## src/rtl/fisq_pkg.sv

```systemverilog
`default_nettype none
// ============================================================================
// Module   : fisq_pkg
// Purpose  : Shared types and helpers for the filter index sequencer.
// Revision : 1.0 - initial release
// ============================================================================
package fisq_pkg;

    localparam int c_R_WIDTH  = 4;
    localparam int c_S_WIDTH  = 6;
    localparam int c_P_WIDTH  = 5;
    localparam int c_Q_WIDTH  = 3;
    localparam int c_RR_WIDTH = 2;
    localparam int c_T_WIDTH  = 3;
    localparam int c_BL_WIDTH = 4;

    typedef enum logic [1:0] {
        IDLE = 2'd0,
        EMIT = 2'd1,
        DONE = 2'd2
    } state_t;

    typedef struct packed {
        logic [c_R_WIDTH-1:0]  rows;
        logic [c_S_WIDTH-1:0]  cols;
        logic [c_P_WIDTH-1:0]  filt;
        logic [c_Q_WIDTH-1:0]  chan;
        logic [c_RR_WIDTH-1:0] crep;
        logic [c_T_WIDTH-1:0]  frep;
        logic [c_BL_WIDTH-1:0] blen;
    } cfg_t;

    // A zero extent would make every wrap comparison meaningless.
    function automatic logic [7:0] clamp1(input logic [7:0] v);
        return (v == 8'd0) ? 8'd1 : v;
    endfunction

endpackage
`default_nettype wire

```

## src/rtl/filter_index_sequencer_counter.sv

```systemverilog
`default_nettype none
// ============================================================================
// Module   : nested_wrap_counter
// Purpose  : 3-digit mixed-radix counter (digit 0 fastest) with base snapshot.
// Revision : 1.0 - initial release
// ============================================================================
module nested_wrap_counter #(
    parameter int W0 = 1,
    parameter int W1 = 1,
    parameter int W2 = 1
) (
    input  logic          clk,
    input  logic          rst,
    input  logic          i_clear,
    input  logic          i_inc,
    input  logic          i_restore,
    input  logic          i_snapshot,
    input  logic [W0-1:0] i_rad0,
    input  logic [W1-1:0] i_rad1,
    input  logic [W2-1:0] i_rad2,
    output logic [W0-1:0] o_d0,
    output logic [W1-1:0] o_d1,
    output logic [W2-1:0] o_d2,
    output logic          o_wrap
);

    logic [W0-1:0] r_d0, r_b0, w_n0;
    logic [W1-1:0] r_d1, r_b1, w_n1;
    logic [W2-1:0] r_d2, r_b2, w_n2;
    logic          w_m0, w_m1, w_m2;

    assign w_m0 = (r_d0 == i_rad0 - W0'(1));
    assign w_m1 = (r_d1 == i_rad1 - W1'(1));
    assign w_m2 = (r_d2 == i_rad2 - W2'(1));

    always_comb begin
        w_n0 = w_m0 ? '0 : r_d0 + W0'(1);
        w_n1 = r_d1;
        w_n2 = r_d2;
        if (w_m0) begin
            w_n1 = w_m1 ? '0 : r_d1 + W1'(1);
            if (w_m1) begin
                w_n2 = w_m2 ? '0 : r_d2 + W2'(1);
            end
        end
    end

    // Restore rewinds to the snapshot; a snapshot captures the post-increment value.
    always_ff @(posedge clk) begin
        if (rst || i_clear) begin
            r_d0 <= '0; r_d1 <= '0; r_d2 <= '0;
            r_b0 <= '0; r_b1 <= '0; r_b2 <= '0;
        end else if (i_restore) begin
            r_d0 <= r_b0; r_d1 <= r_b1; r_d2 <= r_b2;
        end else if (i_inc) begin
            r_d0 <= w_n0; r_d1 <= w_n1; r_d2 <= w_n2;
            if (i_snapshot) begin
                r_b0 <= w_n0; r_b1 <= w_n1; r_b2 <= w_n2;
            end
        end
    end

    assign o_d0   = r_d0;
    assign o_d1   = r_d1;
    assign o_d2   = r_d2;
    assign o_wrap = w_m0 & w_m1 & w_m2;

endmodule
`default_nettype wire

```

## src/rtl/filter_index_sequencer.sv

```systemverilog
`default_nettype none
// ============================================================================
// Module   : filter_index_sequencer
// Purpose  : Burst-wise inner (p,q,S) walk replayed over every outer (t,r,R).
// Revision : 1.0 - initial release
// ============================================================================
module filter_index_sequencer
    import fisq_pkg::*;
#(
    parameter int R_WIDTH  = c_R_WIDTH,
    parameter int S_WIDTH  = c_S_WIDTH,
    parameter int p_WIDTH  = c_P_WIDTH,
    parameter int q_WIDTH  = c_Q_WIDTH,
    parameter int r_WIDTH  = c_RR_WIDTH,
    parameter int t_WIDTH  = c_T_WIDTH,
    parameter int BL_WIDTH = c_BL_WIDTH
) (
    input  logic                       clk,
    input  logic                       reset,
    input  logic                       start,
    input  logic                       abort,
    input  logic [R_WIDTH-1:0]         R,
    input  logic [S_WIDTH-1:0]         S,
    input  logic [p_WIDTH-1:0]         p,
    input  logic [q_WIDTH-1:0]         q,
    input  logic [r_WIDTH-1:0]         r,
    input  logic [t_WIDTH-1:0]         t,
    input  logic [BL_WIDTH-1:0]        burst_len,
    output logic                       busy,
    output logic                       done,
    output logic                       out_valid,
    input  logic                       out_ready,
    output logic                       out_burst_last,
    output logic                       out_last,
    output logic [p_WIDTH+t_WIDTH-1:0] filter_index,
    output logic [q_WIDTH+r_WIDTH-1:0] channel_index,
    output logic [R_WIDTH-1:0]         row_index,
    output logic [S_WIDTH-1:0]         col_index
);

    localparam int c_FW = p_WIDTH + t_WIDTH;
    localparam int c_CW = q_WIDTH + r_WIDTH;

    state_t              r_state;
    cfg_t                r_cfg;
    logic [BL_WIDTH-1:0] r_beat;

    logic [p_WIDTH-1:0]  w_pc;
    logic [q_WIDTH-1:0]  w_qc;
    logic [S_WIDTH-1:0]  w_sc;
    logic [t_WIDTH-1:0]  w_tc;
    logic [r_WIDTH-1:0]  w_rc;
    logic [R_WIDTH-1:0]  w_Rc;
    logic                w_in_wrap, w_out_wrap;
    logic                w_xfer, w_pass_end, w_last, w_active;
    logic                w_clear, w_in_inc, w_in_snap, w_in_restore, w_out_inc;

    assign w_active   = (r_state != IDLE);
    assign w_xfer     = (r_state == EMIT) && out_ready;
    // A pass ends on the programmed beat count or early when the inner walk runs out.
    assign w_pass_end = (r_beat == r_cfg.blen - BL_WIDTH'(1)) || w_in_wrap;
    assign w_last     = w_in_wrap && w_out_wrap;

    assign w_clear      = abort || ((r_state == IDLE) && start) || (w_xfer && w_last);
    assign w_in_inc     = w_xfer && !w_last && (!w_pass_end || w_out_wrap);
    assign w_in_snap    = w_xfer && !w_last && w_pass_end && w_out_wrap;
    assign w_in_restore = w_xfer && !w_last && w_pass_end && !w_out_wrap;
    assign w_out_inc    = w_xfer && !w_last && w_pass_end;

    nested_wrap_counter #(.W0(p_WIDTH), .W1(q_WIDTH), .W2(S_WIDTH)) u_inner (
        .clk        (clk),
        .rst        (reset),
        .i_clear    (w_clear),
        .i_inc      (w_in_inc),
        .i_restore  (w_in_restore),
        .i_snapshot (w_in_snap),
        .i_rad0     (r_cfg.filt),
        .i_rad1     (r_cfg.chan),
        .i_rad2     (r_cfg.cols),
        .o_d0       (w_pc),
        .o_d1       (w_qc),
        .o_d2       (w_sc),
        .o_wrap     (w_in_wrap)
    );

    nested_wrap_counter #(.W0(t_WIDTH), .W1(r_WIDTH), .W2(R_WIDTH)) u_outer (
        .clk        (clk),
        .rst        (reset),
        .i_clear    (w_clear),
        .i_inc      (w_out_inc),
        .i_restore  (1'b0),
        .i_snapshot (1'b0),
        .i_rad0     (r_cfg.frep),
        .i_rad1     (r_cfg.crep),
        .i_rad2     (r_cfg.rows),
        .o_d0       (w_tc),
        .o_d1       (w_rc),
        .o_d2       (w_Rc),
        .o_wrap     (w_out_wrap)
    );

    always_ff @(posedge clk) begin
        if (reset) begin
            r_state <= IDLE;
            r_cfg   <= '0;
            r_beat  <= '0;
        end else if (abort) begin
            r_state <= IDLE;
            r_beat  <= '0;
        end else begin
            case (r_state)
                IDLE: begin
                    if (start) begin
                        r_cfg.rows <= c_R_WIDTH'(clamp1(8'(R)));
                        r_cfg.cols <= c_S_WIDTH'(clamp1(8'(S)));
                        r_cfg.filt <= c_P_WIDTH'(clamp1(8'(p)));
                        r_cfg.chan <= c_Q_WIDTH'(clamp1(8'(q)));
                        r_cfg.crep <= c_RR_WIDTH'(clamp1(8'(r)));
                        r_cfg.frep <= c_T_WIDTH'(clamp1(8'(t)));
                        r_cfg.blen <= c_BL_WIDTH'(clamp1(8'(burst_len)));
                        r_beat     <= '0;
                        r_state    <= EMIT;
                    end
                end
                EMIT: begin
                    if (w_xfer) begin
                        if (w_last) begin
                            r_state <= DONE;
                            r_beat  <= '0;
                        end else if (w_pass_end) begin
                            r_beat <= '0;
                        end else begin
                            r_beat <= r_beat + BL_WIDTH'(1);
                        end
                    end
                end
                DONE:    r_state <= IDLE;
                default: r_state <= IDLE;
            endcase
        end
    end

    assign out_valid      = (r_state == EMIT);
    assign busy           = w_active;
    assign done           = (r_state == DONE);
    assign out_burst_last = out_valid && w_pass_end;
    assign out_last       = out_valid && w_last;

    assign filter_index  = w_active ? (c_FW'(w_pc) + c_FW'(w_tc) * c_FW'(r_cfg.filt)) : '0;
    assign channel_index = w_active ? (c_CW'(w_qc) + c_CW'(w_rc) * c_CW'(r_cfg.chan)) : '0;
    assign row_index     = w_active ? w_Rc : '0;
    assign col_index     = w_active ? w_sc : '0;

endmodule
`default_nettype wire

```

## config.mk

```make
export PLATFORM = sky130hd
export DESIGN_NAME = filter_index_sequencer
export DESIGN_NICKNAME = d
export VERILOG_FILES = /design/src/rtl/fisq_pkg.sv /design/src/rtl/filter_index_sequencer_counter.sv /design/src/rtl/filter_index_sequencer.sv
export SDC_FILE = /design/constraint.sdc
export NUM_CORES = 1
export LEC_CHECK = 0
export ABC_CLOCK_PERIOD_IN_PS = 8100
export BUFFER_PORTS_ARGS = -buffer_cell sky130_fd_sc_hd__clkbuf_2
export CORE_ASPECT_RATIO = 0.5
export CORE_MARGIN = 4
export CORE_UTILIZATION = 55
export CTS_CLUSTER_DIAMETER = 50
export DETAILED_ROUTE_END_ITERATION = 12
export PLACE_DENSITY = 0.86
export SYNTH_ARGS = -nofsm -noshare
export SYNTH_HDL_FRONTEND = slang
export SYNTH_SLANG_ARGS = --single-unit
```

## constraint.sdc

```tcl
create_clock -name clk -period 8.1 [get_ports clk]
set_input_delay 2.43 -clock clk [delete_from_list [all_inputs] [get_ports clk]]
set_output_delay 2.43 -clock clk [all_outputs]
set_load 0.01 [all_outputs]
```

==> results of run 1 <==
[cells by family (layout without fill, tap and decap cells)]
family,count (synthesis),in the layout,synth area share [%]
AO/OA/AOI/OAI,135,135,19.4
XOR/XNOR,41,41,8.13
adder cells (fa/ha/maj),38,38,11.6
buffers and inverters,72,124,6.00
flip-flops,70,70,29.5
multiplexers,5,5,1.08
AND/OR/NAND/NOR,219,219,24.4
[synth_stat cells, drive strengths merged (3+ instances only)]
library cell  instances  area share [%]
a211oi                8             1.4
a21o                  4            0.63
a21oi                41             4.3
a22o                 13             2.4
a22oi                 3            0.47
a311oi                6             1.1
a31oi                 8             1.1
and2                 15             2.0
buf                   8            0.92
clkbuf               19             1.5
dfxtp                70              29
fa                   10             4.2
ha                   28             7.4
inv                  45             3.6
mux2i                 4            0.84
nand2                70             5.5
nand2b               12             1.6
nand3                16             1.8
nand4                 4            0.53
nor2                 38             3.0
nor2b                20             2.6
nor3                 16             1.7
nor4                  7             2.0
o211ai                5            0.79
o21ai                22             2.4
o31ai                 5            0.79
or2                   3            0.39
or3                   5            0.66
or4                   5            0.87
xnor2                24             4.4
xor2                 15             2.8
[layer usage]
metal  up-vias  routed length (um)  part of all wire [%]
met5         -                   0                     0
met2       158                5050                    44
met1      1986                5310                    46
li1       2120                   -                     -
met3        25                 863                   7.5
met4         0                 233                   2.0
[cell usage in the layout (no fill, tap or decap), types with 5 or more instances in the layout]
cell	n
and2_1	15
a31oi_1	8
a21oi_1	41
o211ai_1	5
nand2b_1	12
xnor2_1	24
a22o_1	13
clkbuf_16	9
nand3_1	15
a311oi_1	6
dfxtp_1	70
buf_4	6
o21ai_0	20
or3_1	5
ha_1	28
a211oi_1	7
o31ai_1	5
xor2_1	15
inv_1	45
nand2_1	70
fa_1	10
nor3_1	16
nor2b_1	20
clkbuf_2	59
nor2_1	37
[how the worst max path moves through the flow]
stage	startpoint	end	slack [ns]	cells past startpoint
2_1_floorplan	u_outer.o_d0[2]$_SDFFE_PP0N_	filter_index[7]	2.79	11
3_3_place_gp	u_outer.o_d0[2]$_SDFFE_PP0N_	filter_index[7]	2.58	12
3_5_place_dp	u_outer.o_d0[1]$_SDFFE_PP0N_	filter_index[7]	2.46	12
4_1_cts	u_outer.o_d0[2]$_SDFFE_PP0N_	filter_index[7]	2.11	12
5_1_grt	u_outer.o_d0[2]$_SDFFE_PP0N_	filter_index[7]	1.87	12
6_report	u_outer.o_d0[2]$_SDFFE_PP0N_	filter_index[7]	2.13	12
[report_power, final]
group	internal, mW	switching (mW)	total (mW)
sequential	0.352	0.00871	0.361
clock	0.228	0.136	0.364
combinational	0.0331	0.0486	0.0817
total	0.614	0.193	0.807
[area by class of cell]
cell class	instances	area, um2
clock buffer	13	270
timing repair buffer	65	340
sequential	70	1400
inverter	45	169
multi-input combinational	438	3080
clock inverter	1	5.00
tap	112	140
fill	680	2800
[critical path, cell delays in order, from the launching register on]
cell      delay (ns)
dfxtp_1         0.45
nand2_1         0.12
fa_1            0.51
fa_1            0.54
inv_1           0.07
fa_1            0.45
a21o_1          0.19
a21oi_1         0.25
o21bai_1        0.10
a21oi_1         0.18
xor2_1          0.16
nor2_1          0.05
clkbuf_2        0.13
[stage by stage]
step,hold WS (ns),power (mW),std cells,setup slack [ns]
3_5_place_dp,0.454,0.449,730,2.46
5_1_grt,0.492,0.837,744,1.87
4_1_cts,0.468,0.811,744,2.11
6_report,0.467,0.807,744,2.13
3_3_place_gp,0.444,0.445,730,2.58
2_1_floorplan,0.432,0.425,580,2.79
[flip-flops by register name (all words and copies together), names as in the netlist, 4 cells and up]
signal and count:
r_beat 4, r_cfg 27, u_inner.o_d0 5, u_inner.o_d2 6, u_inner.r_b0 5, u_inner.r_b2 6
u_outer.o_d2 4
==> flow_summary_export.csv, run 1 <==
group,metric,value,unit
grt,grt-busiest-layer,"met2",
layout,design_area,5400,um2
critical_path,worst-path-max-fanout,8,
floorplanning,top_level_ports,60,
route,routedWlPerCell,15.4,um
power,power_density,149,nW/um2
grt,grt_util_met1,30.7,%
timing,hold_viol,0,
layout,nets,699,
synth,synth_edf_count,0,
route,first_pass_iters,5,
floorplanning,core,8200,um2
placement,gp_congestion,0.896,
power,ir_drop,0.000102,V
grt,grt.overflow.total,0,
timing,rsz0062_at_grt,"false",
grt,use_met3,5.46,%
critical_path,r2r_end,"u_inner.o_d1[0]$_SDFFE_PP0P_",
route,num_vias,4289,
timing,finClkSkew,0.00669,ns
placement,dpl_cell_area,5130,um2
hold_path,worstHoldStart,"r_cfg[3]$_SDFFE_PP0P_",
synth,synth_cell_types,68,
critical_path,cp.required,5.67,ns
timing,setup_violations,0,
timing,slew_headroom,31.3,%
cts,cts.hold.buffers_added,0,
hold_path,min_to,"r_cfg[3]$_SDFFE_PP0P_",
cts,htreeDepth,3,
layout,syn2layout_area_growth,13.6,%
grt,antenna_found_initial,0,
route,antenna_left,0,
floorplanning,start_util,58.0,%
hold_path,holdCritPathClass,"reg2reg",
cts,cts_buffers,9,
cts,clk_latency,0.34,ns
status,status,"completed",
timing,fin_setup_tns,0,ns
synth,syn-num-nets,650,
cts,cts_tree,"yes",
timing,final-max-slew-violation-count,0,
cts,cts_root_buf,"clkbuf_16",
floorplanning,die_w,140,um
grt,use_met2,38.0,%
grt,grt_pass1_vias,4003,
synth,synth_ff_type,"dfxtp_1",
hold_path,hold_depth,2,
synth,async_reset_ff_share,0,%
power,p_leak,2.21,nW
timing,max_slew.worst_pin.slew,1.03,ns
floorplanning,die_y,73.8,um
layout,antennaDiodeCount,0,
timing,timing.fmax,167,MHz
route,wirelength,11500,um
grt,grt_pass1_wl,19200,um
critical_path,endpoint_kind,"primary output",
cts,cts_setup_buffers,0,
grt,track_usage,23.2,%
cts,clk_pin_slew,0.05,ns
job,cap_violations,0,
critical_path,cp-start-kind,"register",
critical_path,path_class,"reg2out",
timing,final.period_utilization,73.7,%
cts,cts.path.max_buffers,2,
route,drc,0,
layout,drive_gt1_share,15.5,%
synth,yosysSeqAreaShare,29.5,%
critical_path,r2r_slack,4.90,ns
timing,period_minus_slack,5.97,ns
floorplanning,die-area,10300,um2
layout,post-route-util,65.9,%
synth,syn_inst,580,
critical_path,r2r_start,"r_cfg[17]$_SDFFE_PP0P_",
route,via_per_inst,5.76,
synth,synth_seq_cells,70,
placement,port_buffers,59,
route,first_iter_violations,361,
critical_path,r2r_cells,8,
synth,synthesis.area,4760,um2
cts,cts_sinks,70,
floorplanning,row_count,23,
critical_path,arrival,3.54,ns
grt,grt_max_degree,33,
placement,dp_hpwl,8410,um
cts,cts_resized,0,
synth,yosysWarnings,0,
synth,synth.avg_cell_area,8.20,um2
Note: power is estimated with default switching activity, not from simulation.
==> run 2: changes to the inputs <==
- ABC_AREA: unset -> 1
- ABC_CLOCK_PERIOD_IN_PS: 8100 -> 5300
- CORE_UTILIZATION: 55 -> 53
- PLACE_DENSITY: 0.86 -> 0.87
- clock period: 8.1 -> 5.3 ns (I/O delays scaled with it)
==> flow_summary_export.csv, run 2 <==
group,metric,value,unit
status,status,"completed",
synth,synth_adder_area_share,11.1,%
floorplanning,row_count,24,
synth,synthXorXnorAreaFrac,3.72,%
route,dr_wl_met2,5700,um
floorplanning,die_w,145,um
route,antenna_left,0,
synth,synth_top_cell_by_area,"dfxtp_1",
grt,grt.overflow.total,0,
synth,yosysWarnings,0,
synth,synth_seq_cells,70,
timing,timing.fmax,198,MHz
timing,setup_violations,0,
power,power_density,244,nW/um2
synth,synthesis.area,4940,um2
route,first_pass_iters,5,
synth,synth_ff_type,"dfxtp_1",
placement,port_buffers,59,
critical_path,cp-start-kind,"register",
grt,grt_max_degree,41,
hold_path,holdCritPathClass,"reg2reg",
floorplanning,die_y,76.3,um
cts,cts_tree,"yes",
timing,fin_setup_tns,0,ns
floorplanning,die-area,11000,um2
cts,cts_setup_buffers,0,
layout,multi_input_area,2900,um2
timing,rsz0062_at_grt,"false",
route,dr_wl_met3,877,um
timing,final-max-slew-violation-count,0,
synth,synth_simple_gate_area_share,33.1,%
grt,grt_pass1_vias,4750,
cts,cts.path.max_buffers,2,
layout,fillCellCount,783,
layout,final-seq-area,1410,um2
route,drt-met1-wl,5500,um
timing,final.period_utilization,95.3,%
floorplanning,core,8890,um2
timing,period_minus_slack,5.05,ns
synth,synth_top_family_by_area,"simple AND/OR/NAND/NOR gates",
power,p_leak,2.88,nW
synth,yosys-mux-area-fraction,0,%
synth,synth.most_common_cell,"nand2_1",
job,cap_violations,0,
route,routedWlPerCell,13.1,um
layout,antennaDiodeCount,0,
cts,clk_latency,0.34,ns
synth,synth_edf_count,0,
placement,dp_hpwl,8830,um
route,num_vias,4994,
layout,layout_commonest_cell,"nand2_1",
synth,synth-compound-area-share,10.8,%
cts,clk_pin_slew,0.06,ns
route,wirelength,12200,um
critical_path,cp.required,3.71,ns
synth,async_reset_ff_share,0,%
grt,grt_pass1_wl,20600,um
synth,synthTopCellsByArea,"dfxtp_1 28%, nand2_1 14%, inv_1 9.1%",
floorplanning,top_level_ports,60,
layout,syn2layout_area_growth,13.7,%
layout,drive_gt1_share,14.3,%
route,via_per_inst,5.34,
layout,nets,883,
synth,synth_common_cells,"185 x nand2_1, 120 x inv_1, 77 x nor2_1, 72 x nand3_1, 70 x dfxtp_1",
timing,finClkSkew,0.00504,ns
layout,largest_reg_flops,27,
layout,largest-register,"r_cfg",
layout,fin_cells,935,
route,top_layer_used,"met4",
floorplanning,start_util,55.6,%
placement,gp_congestion,0.841,
synth,synth_cell_types,34,
cts,cts.hold.buffers_added,0,
timing,slew_headroom,57.4,%
power,ir_drop,0.000151,V
synth,syn_inst,765,
placement,dp.cells,919,
critical_path,worst-path-max-fanout,8,
grt,antenna_found_initial,0,
cts,htreeDepth,3,
critical_path,path_class,"reg2out",
cts,cts_sinks,70,
timing,hold_viol,0,
grt,track_usage,22.8,%
critical_path,arrival,3.46,ns
timing,max_slew.worst_pin.slew,0.637,ns
synth,syn-num-nets,835,
synth,synth.avg_cell_area,6.46,um2
critical_path,endpoint_kind,"primary output",
layout,final_cell_mix,"185 x nand2_1, 120 x inv_1, 76 x nor2_1",
synth,yosysSeqAreaShare,28.4,%
synth,synth_top_area_share,28.4,%
cts,cts_buffers,9,
cts,cts_root_buf,"clkbuf_16",
route,drc,0,
route,first_iter_violations,373,
## run 2: critical path, stage by stage, from the launching register on
cell      delay (ns)
dfxtp_2         0.41
nand2_1         0.10
fa_1            0.51
fa_1            0.55
inv_1           0.07
fa_1            0.46
a21oi_1         0.16
nor2_1          0.07
nor2_1          0.08
nor2_1          0.05
nor2_1          0.09
inv_1           0.05
a21oi_1         0.16
xor2_1          0.17
nor2_1          0.06
clkbuf_2        0.13
## run 2: area by class of cell
class	count	area share, %
Clock buffer	11	4.50
Clock inverter	5	1.45
Inverter	136	9.13
Multi-Input combinational cell	534	51.6
Sequential cell	70	25.0
Tap cell	117	2.60
Timing Repair Buffer	62	5.65
## run 2: path summary, 6_finish.rpt
path | start | endpoint | slack, ns | depth (start not counted)
min | u_inner.r_b1[0]$_SDFFE_PP0P_ | u_inner.r_b1[0]$_SDFFE_PP0P_ | 0.47 | 2
min reg2reg | u_inner.r_b1[0]$_SDFFE_PP0P_ | u_inner.r_b1[0]$_SDFFE_PP0P_ | 0.47 | 2
max reg2reg | r_cfg[9]$_SDFFE_PP0P_ | u_inner.r_b2[1]$_SDFFE_PP0P_ | 2.38 | 14
max | u_outer.o_d0[2]$_SDFFE_PP0N_ | filter_index[7] | 0.25 | 15
## run 2: metal layers
metal / up-vias / global-route usage [%]
met1: 2289 / 29.2
met5: - / 0
met2: 168 / 37.8
li1: 2514 / -
met3: 23 / 5.33
met4: 0 / 7.26
## run 2: through the flow
stage	area (um2)	util, %	hold slack, ns	setup slack (ns)	total power [mW]
after detailed placement	5280	59.4	0.462	0.540	0.709
after floorplan	4940	-	0.433	0.840	0.667
after global routing	5620	63.2	0.492	0.0137	1.43
final	5620	63.2	0.471	0.251	1.37
after global placement	5280	59.4	0.449	0.628	0.705
after CTS	5620	63.2	0.472	0.166	1.38
## run 2: report_power, final
part | switching (mW) | internal [mW]
combinational | 0.0930 | 0.0536
clock | 0.235 | 0.437
sequential | 0.0138 | 0.542
total | 0.341 | 1.03
## run 2: repair_timing
item	4_1_cts	5_1_grt
resized for setup	0	5
endpoints found under the setup margin	0	1
hold endpoints to repair	0	0
## run 2: logic make-up after synthesis
kind of cell	count (synthesis)
and+or+nand+nor	371
buffers and inverters	161
DFF	70
xor gates and xnor gates	21
adders and majority gates	38
AOI/OAI and AO/OA	104
